**src/rtl/rob_unit.sv**
```systemverilog
// Reorder buffer: hands out rename tags, resolves operands, captures CDB results, commits in order, flushes on mispredict.
// Optional macro ROB_CDB_FWD_EN adds same-cycle CDB forwarding into dispatch operand resolution.
module rob_unit #(
    parameter int ROB_ADD_W = 4,
    parameter int REG_ADD_W = 5,
    parameter int REG_DAT_W = 32,
    parameter int INS_OP_W  = 6
) (
    input  logic                 clk,
    input  logic                 rst,
    input  logic                 en,
    input  logic                 iIS_En,
    output logic                 oIS_Full,
    output logic [ROB_ADD_W-1:0] oRF_Qn,
    input  logic                 iRF_En,
    input  logic [ROB_ADD_W-1:0] iRF_Qd,
    input  logic [REG_ADD_W-1:0] iRF_Rd,
    input  logic [ROB_ADD_W-1:0] iRF_Qs1,
    input  logic [ROB_ADD_W-1:0] iRF_Qs2,
    input  logic [REG_DAT_W-1:0] iRF_Vs1,
    input  logic [REG_DAT_W-1:0] iRF_Vs2,
    input  logic [INS_OP_W-1:0]  iRF_Op,
    input  logic [REG_DAT_W-1:0] iRF_Pc,
    input  logic [REG_DAT_W-1:0] iRF_Imm,
    output logic                 oRS_En,
    output logic [ROB_ADD_W-1:0] oRS_Qj,
    output logic [ROB_ADD_W-1:0] oRS_Qk,
    output logic [REG_DAT_W-1:0] oRS_Vj,
    output logic [REG_DAT_W-1:0] oRS_Vk,
    output logic [ROB_ADD_W-1:0] oRS_Qd,
    output logic [INS_OP_W-1:0]  oRS_Op,
    output logic [REG_DAT_W-1:0] oRS_Pc,
    output logic [REG_DAT_W-1:0] oRS_Imm,
    input  logic                 iCDB_En,
    input  logic [ROB_ADD_W-1:0] iCDB_Tag,
    input  logic [REG_DAT_W-1:0] iCDB_Val,
    input  logic                 iCDB_Jmp,
    input  logic [REG_DAT_W-1:0] iCDB_Tgt,
    output logic                 oRF_En,
    output logic [REG_ADD_W-1:0] oRF_Rd,
    output logic [REG_DAT_W-1:0] oRF_Vd,
    output logic                 oMp,
    output logic [REG_DAT_W-1:0] oMp_Pc
);

    localparam int ROB_S = 1 << ROB_ADD_W;
    localparam logic [ROB_ADD_W-1:0] ONE     = ROB_ADD_W'(1);
    localparam logic [ROB_ADD_W-1:0] LAST    = ROB_ADD_W'(ROB_S - 1);
    localparam logic [ROB_ADD_W-1:0] FULL_TH = ROB_ADD_W'(ROB_S - 2);

    logic [ROB_S-1:0]     valid;
    logic [ROB_S-1:0]     filled;
    logic [ROB_S-1:0]     ready;
    logic [ROB_S-1:0]     jmp;
    logic [REG_ADD_W-1:0] rd_q  [ROB_S];
    logic [REG_DAT_W-1:0] val_q [ROB_S];
    logic [REG_DAT_W-1:0] tgt_q [ROB_S];

    logic [ROB_ADD_W-1:0] head;
    logic [ROB_ADD_W-1:0] tail;
    logic [ROB_ADD_W-1:0] count;

    logic                 reserve;
    logic                 commit;
    logic                 flush;
    logic [ROB_ADD_W-1:0] res_qj;
    logic [ROB_ADD_W-1:0] res_qk;
    logic [REG_DAT_W-1:0] res_vj;
    logic [REG_DAT_W-1:0] res_vk;

    // Tag 0 is reserved for "no dependency", so the pointers skip it on wrap.
    function automatic logic [ROB_ADD_W-1:0] next_tag(input logic [ROB_ADD_W-1:0] p);
        return (p == LAST) ? ONE : p + ONE;
    endfunction

    assign oRF_Qn   = rst ? '0 : tail;
    assign oIS_Full = !rst && (count >= FULL_TH);

    assign reserve = iIS_En && (count != LAST);
    assign commit  = valid[head] && filled[head] && ready[head];
    assign flush   = commit && jmp[head];

    always_comb begin
        res_qj = iRF_Qs1;
        res_vj = '0;
        if (iRF_Qs1 == '0) begin
            res_qj = '0;
            res_vj = iRF_Vs1;
        end else if (ready[iRF_Qs1]) begin
            res_qj = '0;
            res_vj = val_q[iRF_Qs1];
        end
`ifdef ROB_CDB_FWD_EN
        else if (iCDB_En && (iCDB_Tag == iRF_Qs1)) begin
            res_qj = '0;
            res_vj = iCDB_Val;
        end
`endif

        res_qk = iRF_Qs2;
        res_vk = '0;
        if (iRF_Qs2 == '0) begin
            res_qk = '0;
            res_vk = iRF_Vs2;
        end else if (ready[iRF_Qs2]) begin
            res_qk = '0;
            res_vk = val_q[iRF_Qs2];
        end
`ifdef ROB_CDB_FWD_EN
        else if (iCDB_En && (iCDB_Tag == iRF_Qs2)) begin
            res_qk = '0;
            res_vk = iCDB_Val;
        end
`endif
    end

    always_ff @(posedge clk) begin
        if (rst) begin
            valid   <= '0;
            filled  <= '0;
            ready   <= '0;
            jmp     <= '0;
            head    <= ONE;
            tail    <= ONE;
            count   <= '0;
            oRS_En  <= 1'b0;
            oRS_Qj  <= '0;
            oRS_Qk  <= '0;
            oRS_Vj  <= '0;
            oRS_Vk  <= '0;
            oRS_Qd  <= '0;
            oRS_Op  <= '0;
            oRS_Pc  <= '0;
            oRS_Imm <= '0;
            oRF_En  <= 1'b0;
            oRF_Rd  <= '0;
            oRF_Vd  <= '0;
            oMp     <= 1'b0;
            oMp_Pc  <= '0;
        end else if (!en) begin
            oRS_En <= 1'b0;
            oRF_En <= 1'b0;
            oMp    <= 1'b0;
        end else begin
            oRS_En <= 1'b0;
            oRF_En <= 1'b0;
            oMp    <= 1'b0;

            if (iRF_En && !flush) begin
                oRS_En  <= 1'b1;
                oRS_Qj  <= res_qj;
                oRS_Qk  <= res_qk;
                oRS_Vj  <= res_vj;
                oRS_Vk  <= res_vk;
                oRS_Qd  <= iRF_Qd;
                oRS_Op  <= iRF_Op;
                oRS_Pc  <= iRF_Pc;
                oRS_Imm <= iRF_Imm;
            end

            if (iCDB_En) begin
                val_q[iCDB_Tag] <= iCDB_Val;
                tgt_q[iCDB_Tag] <= iCDB_Tgt;
                jmp[iCDB_Tag]   <= iCDB_Jmp;
                ready[iCDB_Tag] <= 1'b1;
            end

            if (iRF_En) begin
                rd_q[iRF_Qd]   <= iRF_Rd;
                filled[iRF_Qd] <= 1'b1;
            end

            if (reserve) begin
                valid[tail]  <= 1'b1;
                filled[tail] <= 1'b0;
                ready[tail]  <= 1'b0;
                jmp[tail]    <= 1'b0;
                tail         <= next_tag(tail);
            end

            if (commit) begin
                oRF_En       <= (rd_q[head] != '0);
                oRF_Rd       <= rd_q[head];
                oRF_Vd       <= val_q[head];
                valid[head]  <= 1'b0;
                filled[head] <= 1'b0;
                ready[head]  <= 1'b0;
                jmp[head]    <= 1'b0;
                head         <= next_tag(head);
                if (jmp[head]) begin
                    oMp    <= 1'b1;
                    oMp_Pc <= tgt_q[head];
                end
            end

            case ({reserve, commit})
                2'b10:   count <= count + ONE;
                2'b01:   count <= count - ONE;
                default: count <= count;
            endcase

            // Mispredict wins over everything above: the whole window is discarded.
            if (flush) begin
                valid  <= '0;
                filled <= '0;
                ready  <= '0;
                jmp    <= '0;
                head   <= ONE;
                tail   <= ONE;
                count  <= '0;
            end
        end
    end

endmodule

```
**config.mk**
```make
export PLATFORM = sky130hd
export DESIGN_NAME = rob_unit
export DESIGN_NICKNAME = d
export VERILOG_FILES = /design/src/rtl/rob_unit.sv
export SDC_FILE = /design/constraint.sdc
export NUM_CORES = 2
export LEC_CHECK = 0
export ABC_CLOCK_PERIOD_IN_PS = 5800
export BUFFER_PORTS_ARGS = -buffer_cell sky130_fd_sc_hd__buf_4
export CAP_MARGIN = 20
export CORE_MARGIN = 5
export CORE_UTILIZATION = 50
export DETAILED_ROUTE_END_ITERATION = 6
export PLACE_DENSITY_LB_ADDON = 0.12
export SETUP_SLACK_MARGIN = 0.1
export SYNTH_ARGS = -nofsm -noshare
export SYNTH_HDL_FRONTEND = slang
export SYNTH_SLANG_ARGS = --single-unit
```
**constraint.sdc**
```tcl
create_clock -name clk -period 5.8 [get_ports clk]
set_input_delay 0.58 -clock clk [delete_from_list [all_inputs] [get_ports clk]]
set_output_delay 0.58 -clock clk [all_outputs]
set_load 0.1 [all_outputs]
```
* Word level (Yosys, flattened, before mapping)
Memory sizes are Yosys's and may differ from the RTL's. A register that Yosys moved wholly into a read port is not among the register bits.
Cells that the tools add are included.
Widths: inputs -> output; s select.
** Word-level totals
- Bits in registers :: 230
- Bits in writable memories :: 1104
- Input bits :: 226
- Output and inout bits :: 223
- Logic and storage cells :: 161
- Memories kept :: 3
** Memory list
- tgt_q :: words 16, bits a word 32, rd ports 1, clocked after Yosys merged registers in 1, wr ports 1, line 57 : logic [REG_DAT_W-1:0] tgt_q [ROB_S];
- val_q :: words 16, bits a word 32, rd ports 3, clocked after Yosys merged registers in 1, wr ports 1, line 56 : logic [REG_DAT_W-1:0] val_q [ROB_S];
- rd_q :: words 16, bits a word 5, rd ports 1, clocked after Yosys merged registers in 1, wr ports 1, line 55 : logic [REG_ADD_W-1:0] rd_q [ROB_S];
** Operators by class
- Add/sub/neg operators :: 4
- Order comparisons :: 11
- Eq/ne operators :: 5
- Multiplexer cells :: 79
- Bitwise gates (word level) :: 14
- Reductions and logical operators :: 26
** Operators with widths (number)
- $mux 16 :: 29
- $mux 32 :: 4
- $and 16x16->16 :: 7
- $mux 4 :: 14
- $or 16x16->16 :: 3
- $not 16->16 :: 2
- $lt 4x5->1 const B :: 6
- $bmux 1 s4 :: 6
- $mux 1 :: 20
- $bwmux 16 :: 1
- $demux 1 s4 :: 4
- $ge 4x1->1 const B :: 4
- $add 4x1->4 const B :: 3
- $logic_and 1x1->1 :: 10
- $reduce_and 2->1 :: 5
- $eq 4x4->1 const B :: 2
- $logic_not 4->1 :: 2
- $pmux 4 s2 :: 1
- $reduce_bool 5->1 :: 1
- $ge 4x4->1 const B :: 1
- $ne 4x4->1 const B :: 1
- $reduce_bool 2->1 :: 2
- $sub 4x1->4 const B :: 1
- $reduce_and 3->1 :: 1
- 7 further kinds :: 9

* Logic depth before layout (Yosys ltp)
- Depth in word-level cells :: 15
- Mapped depth :: 15
- Depth with buffers taken out :: 11

* Worst setup path after synthesis
No wires, ideal clock.
- Kind :: input to register
- Start :: input port en
- End :: memory tgt_q[6][0] (enable)
- Library setup time :: 0.565 ns
- Data arrival time :: 5.453 ns
- Required time :: 5.235 ns
- Setup slack :: -0.217 ns
- Stages :: 3
- Path buffers :: 1
- Cells stage by stage :: clkbuf_1 nand2_1 nor3_1
** Between the ends
- Cells in the longest elaborated chain, start to end :: 3
** RTL lines
- from (decl) :: line 11 : input logic en,
- $mux 1 :: line 140 : end else if (!en) begin
- $mux 1 :: line 118 : if (rst) begin
- $mux 1 (implied by the code) :: line 163 : tgt_q[iCDB_Tag] <= iCDB_Tgt;
- to (decl) :: line 57
Every way passes these cells.

* Final worst setup path
- Start :: register head[0]
- End :: register oRS_Vk[25]
** Between the ends
- Cells in the longest elaborated chain, start to end :: 8
- Elaborated cells between the ends (all ways) :: 14
** RTL lines
- from (decl) :: line 59 : logic [ROB_ADD_W-1:0] head;
- from (signal assigned) :: line 189 : head <= next_tag(head);
- $bmux 1 s4 :: line 80 : assign commit = valid[head] && filled[head] && ready[head];
- $mux 1 (implied by the code) :: line 80
- $logic_and 1x1->1 (2 in series) :: line 80
- $logic_and 1x1->1 * :: line 81 : assign flush = commit && jmp[head];
- $logic_not 1->1 * :: line 149 : if (iRF_En && !flush) begin
- $logic_and 1x1->1 * :: line 149
- $reduce_and 2->1 (no line) *
- to (signal assigned) :: line 154 : oRS_Vk <= res_vk;
- to (decl) :: line 29 : output logic [REG_DAT_W-1:0] oRS_Vk,
Every way passes the cells marked *; elsewhere a longest branch is shown, timed or not. The select of a mux whose other input is x is not followed.
A chain may end at the register's enable or synchronous reset.

==> out/qor.yml <==
cells_and_area:
  fin_nets: 4178
  register_area_sq_mm: 0.03913
  fill_cells: 9395
  final_cells: 5718
  syn_to_final_growth_pct: 16.35
  multi_input_area_sq_mm: 0.02185
  drive_gt1_share_pct: 36.96
global_route:
  antenna_found_initial: 18
  grt_pass1_wl_microns: 253900
  grt.total_usage_pct: 26.43
  globalRouteOverflowTotal: 0
  grt_max_degree: 161
  grt_pass1_vias: 36430
yosys:
  synth_top_family_by_area: "multiplexers"
  async_flop_share_pct: 0
  avgSynthCellArea_sq_um: 17.53
  ys_warn_count: 0
  synthSimpleGateAreaFrac_pct: 5.468
  synth_xor_area_share_pct: 0.04229
  syn-num-nets: 3780
  netlist_instances: 3544
  synth-seq-cells: 1402
  synthFlopType: "edfxtp_1"
  ys_types: 57
  synthAdderAreaFrac_pct: 0.2014
  synth_compound_area_share_pct: 3.877
  ys_seq_area_share_pct: 62.96
  synth_area_sq_mm: 0.06213
  synthMuxAreaShare_pct: 25.34
  synth_edf_count: 1104
floorplan:
  core_sq_mm: 0.1236
  std_cell_rows: 129
  die_width_microns: 362.5
  pin_count: 449
  start_util_pct: 50.25
  die-height_microns: 362.5
  die_area_sq_mm: 0.1314
setup_path:
  critical_path_class: "reg2reg"
  cp-end-kind: "flop"
  cp_max_fo: 55
  startpoint_type: "flop"
  worstPathRequired_ns: 6.47
  cp_data_arrival_time_ns: 5.03
clock_network:
  cts-root-buf: "clkbuf_16"
  htreeDepth: 4
  cts_setup_buffers: 0
  clock_path_buffers: 3
  clkSinkCount: 1402
  cts-buffers-inserted: 151
  ctsResizeCount: 0
  clock_latency_ns: 0.78
  holdBufCountCts: 11
  clk_pin_slew_worst_paths_ns: 0.06
  cts_tree: "done"
placement:
  placed_cells: 5414
  gp_congestion: 0.8825
  portBuffers: 448
  post-dp-hpwl_microns: 103600
route:
  drt_iter0_drc: 4208
  ant_nets: 0
  drc_errors: 0
  drt_pre_antenna_iters: 6
  routed_via_density: 6.415
  wire_per_inst_microns: 30.55
  via_count: 36679
  drt_wl_total_microns: 174700
job:
  cap_violations: 0
sta:
  rsz0062_at_grt: "no"
  tns_ns: 0
  finClkSkew_ns: 0.02578
  period_needed_ns: 4.355
  maxSlewViolCount: 0
  finalCritPeriodShare_pct: 75.08
  max_freq_mhz: 229.6
  final-hold-violation-count: 0
  slew_headroom_pct: 24.36
  tightest_slew_ns: 1.130
  setup_viol: 0
power:
  p_per_area_mw_per_mm2: 307.3
  p_leak_uw: 0.02358
  irDropWorstVdd_v: 0.0003228
  power_uw: 22210
min_path:
  hold_class: "in2reg"
run_status:
  status: "finished clean"
worst paths after layout:
path / start / endpoint / slack (ns) / depth (start not counted)
worst max-delay path: head[0]$_SDFFE_PP1P_ / oRS_Vk[25]$_SDFFE_PP0P_ / 1.45 / 8
worst min register to register: oRS_Qk[0]$_SDFFE_PP0P_ / oRS_Qk[0]$_SDFFE_PP0P_ / 0.45 / 2
worst min-delay path: iRF_Imm[17] / oRS_Imm[17]$_SDFFE_PP0P_ / 0.06 / 3
worst max register to register: head[0]$_SDFFE_PP1P_ / oRS_Vk[25]$_SDFFE_PP0P_ / 1.45 / 8
Yosys cell counts, types with 12 or more instances:
cell type     n  share of area [%]
mux4_2      690                 25
dfxtp_1     298                9.6
clkbuf_1    151               0.91
nor2b_1      12               0.12
nand2_1     355                2.1
edfxtp_1   1104                 53
a21oi_1     202                1.6
nor3_1       90               0.72
a31oi_1      13               0.13
nor3b_1      67               0.81
buf_2        60               0.48
a32oi_1      16               0.23
nand3_1      31               0.25
inv_1        12              0.072
buf_1        59               0.36
o21ai_0      25               0.20
a211oi_2     27               0.54
nor2_1      134               0.81
a211oi_1     56               0.68
cell usage in the layout (no fill, tap or decap), drive strengths merged, types with 67 or more instances in the layout:
cell type,synthesis,layout
a211oi,83,83
a21oi,202,202
buf,138,522
clkbuf,151,217
dfxtp,298,298
edfxtp,1104,1104
mux4,690,690
nand2,355,355
nor2,134,134
nor3,90,90
nor3b,67,67
critical path: stages (launching register included):
cell and delay, ns:
dfxtp_4 0.76, mux4_2 0.59, mux4_2 0.65, nand4_1 0.23, buf_4 0.51, and3_4 0.61, buf_4 0.53, nor2_1 0.08
nor3_1 0.20
per-stage QoR:
stage          hold slack, ns  instance area [sq um]  setup WS [ns]  util [%]
2_1_floorplan          0.4271                  62130        -0.2173         -
3_3_place_gp           0.4428                  67150          1.558     54.31
3_5_place_dp           0.4432                  67160          1.497     54.32
4_1_cts              0.001469                  72260          1.476     58.44
5_1_grt               0.01782                  72270          1.126     58.46
6_report              0.05593                  72290          1.445     58.47
layout make-up:
type                       count  area share, %
timing repair buffer         534          5.798
inverter                      13        0.06750
clock buffer                 216          5.845
clock inverter                67          1.058
antenna                        9        0.03116
sequential                  1402          54.14
multi-input combinational   1840          30.23
tap                         1637          2.833
cells by family (layout without fill, tap and decap cells):
logic type / after synthesis / in the layout
flops: 1402 / 1402
fa+ha+maj: 10 / 10
simple gates: 743 / 743
compound gates: 375 / 375
other cells: 0 / 9
xor+xnor: 3 / 3
buf+inv: 302 / 830
mux: 709 / 709
report_power, final:
part	leakage, uW	internal, uW	total (uW)	switching, uW
logic	0.00879	547	1600	1060
clock network	0.00243	5640	9610	3960
registers	0.0124	10900	11000	64.7
total	0.0236	17100	22200	5080
sequential cells by signal, indices dropped and copies added (netlist names), 32 cells and up, named ones only:
signal	cells
oMp_Pc	32
val_q	512
oRF_Vd	32
oRS_Pc	32
oRS_Imm	32
oRS_Vj	32
oRS_Vk	32
rd_q	80
tgt_q	512
metal layers:
layer / vias to the layer above / GRT usage (%) / wire length, microns
met5: - / 0 / 79
met4: 12 / 7.209 / 4385
met3: 279 / 7.053 / 16500
met2: 1664 / 41.58 / 83520
met1: 19357 / 37.10 / 70220
li1: 15367 / - / -
Note: power is estimated with default switching activity, not from simulation.
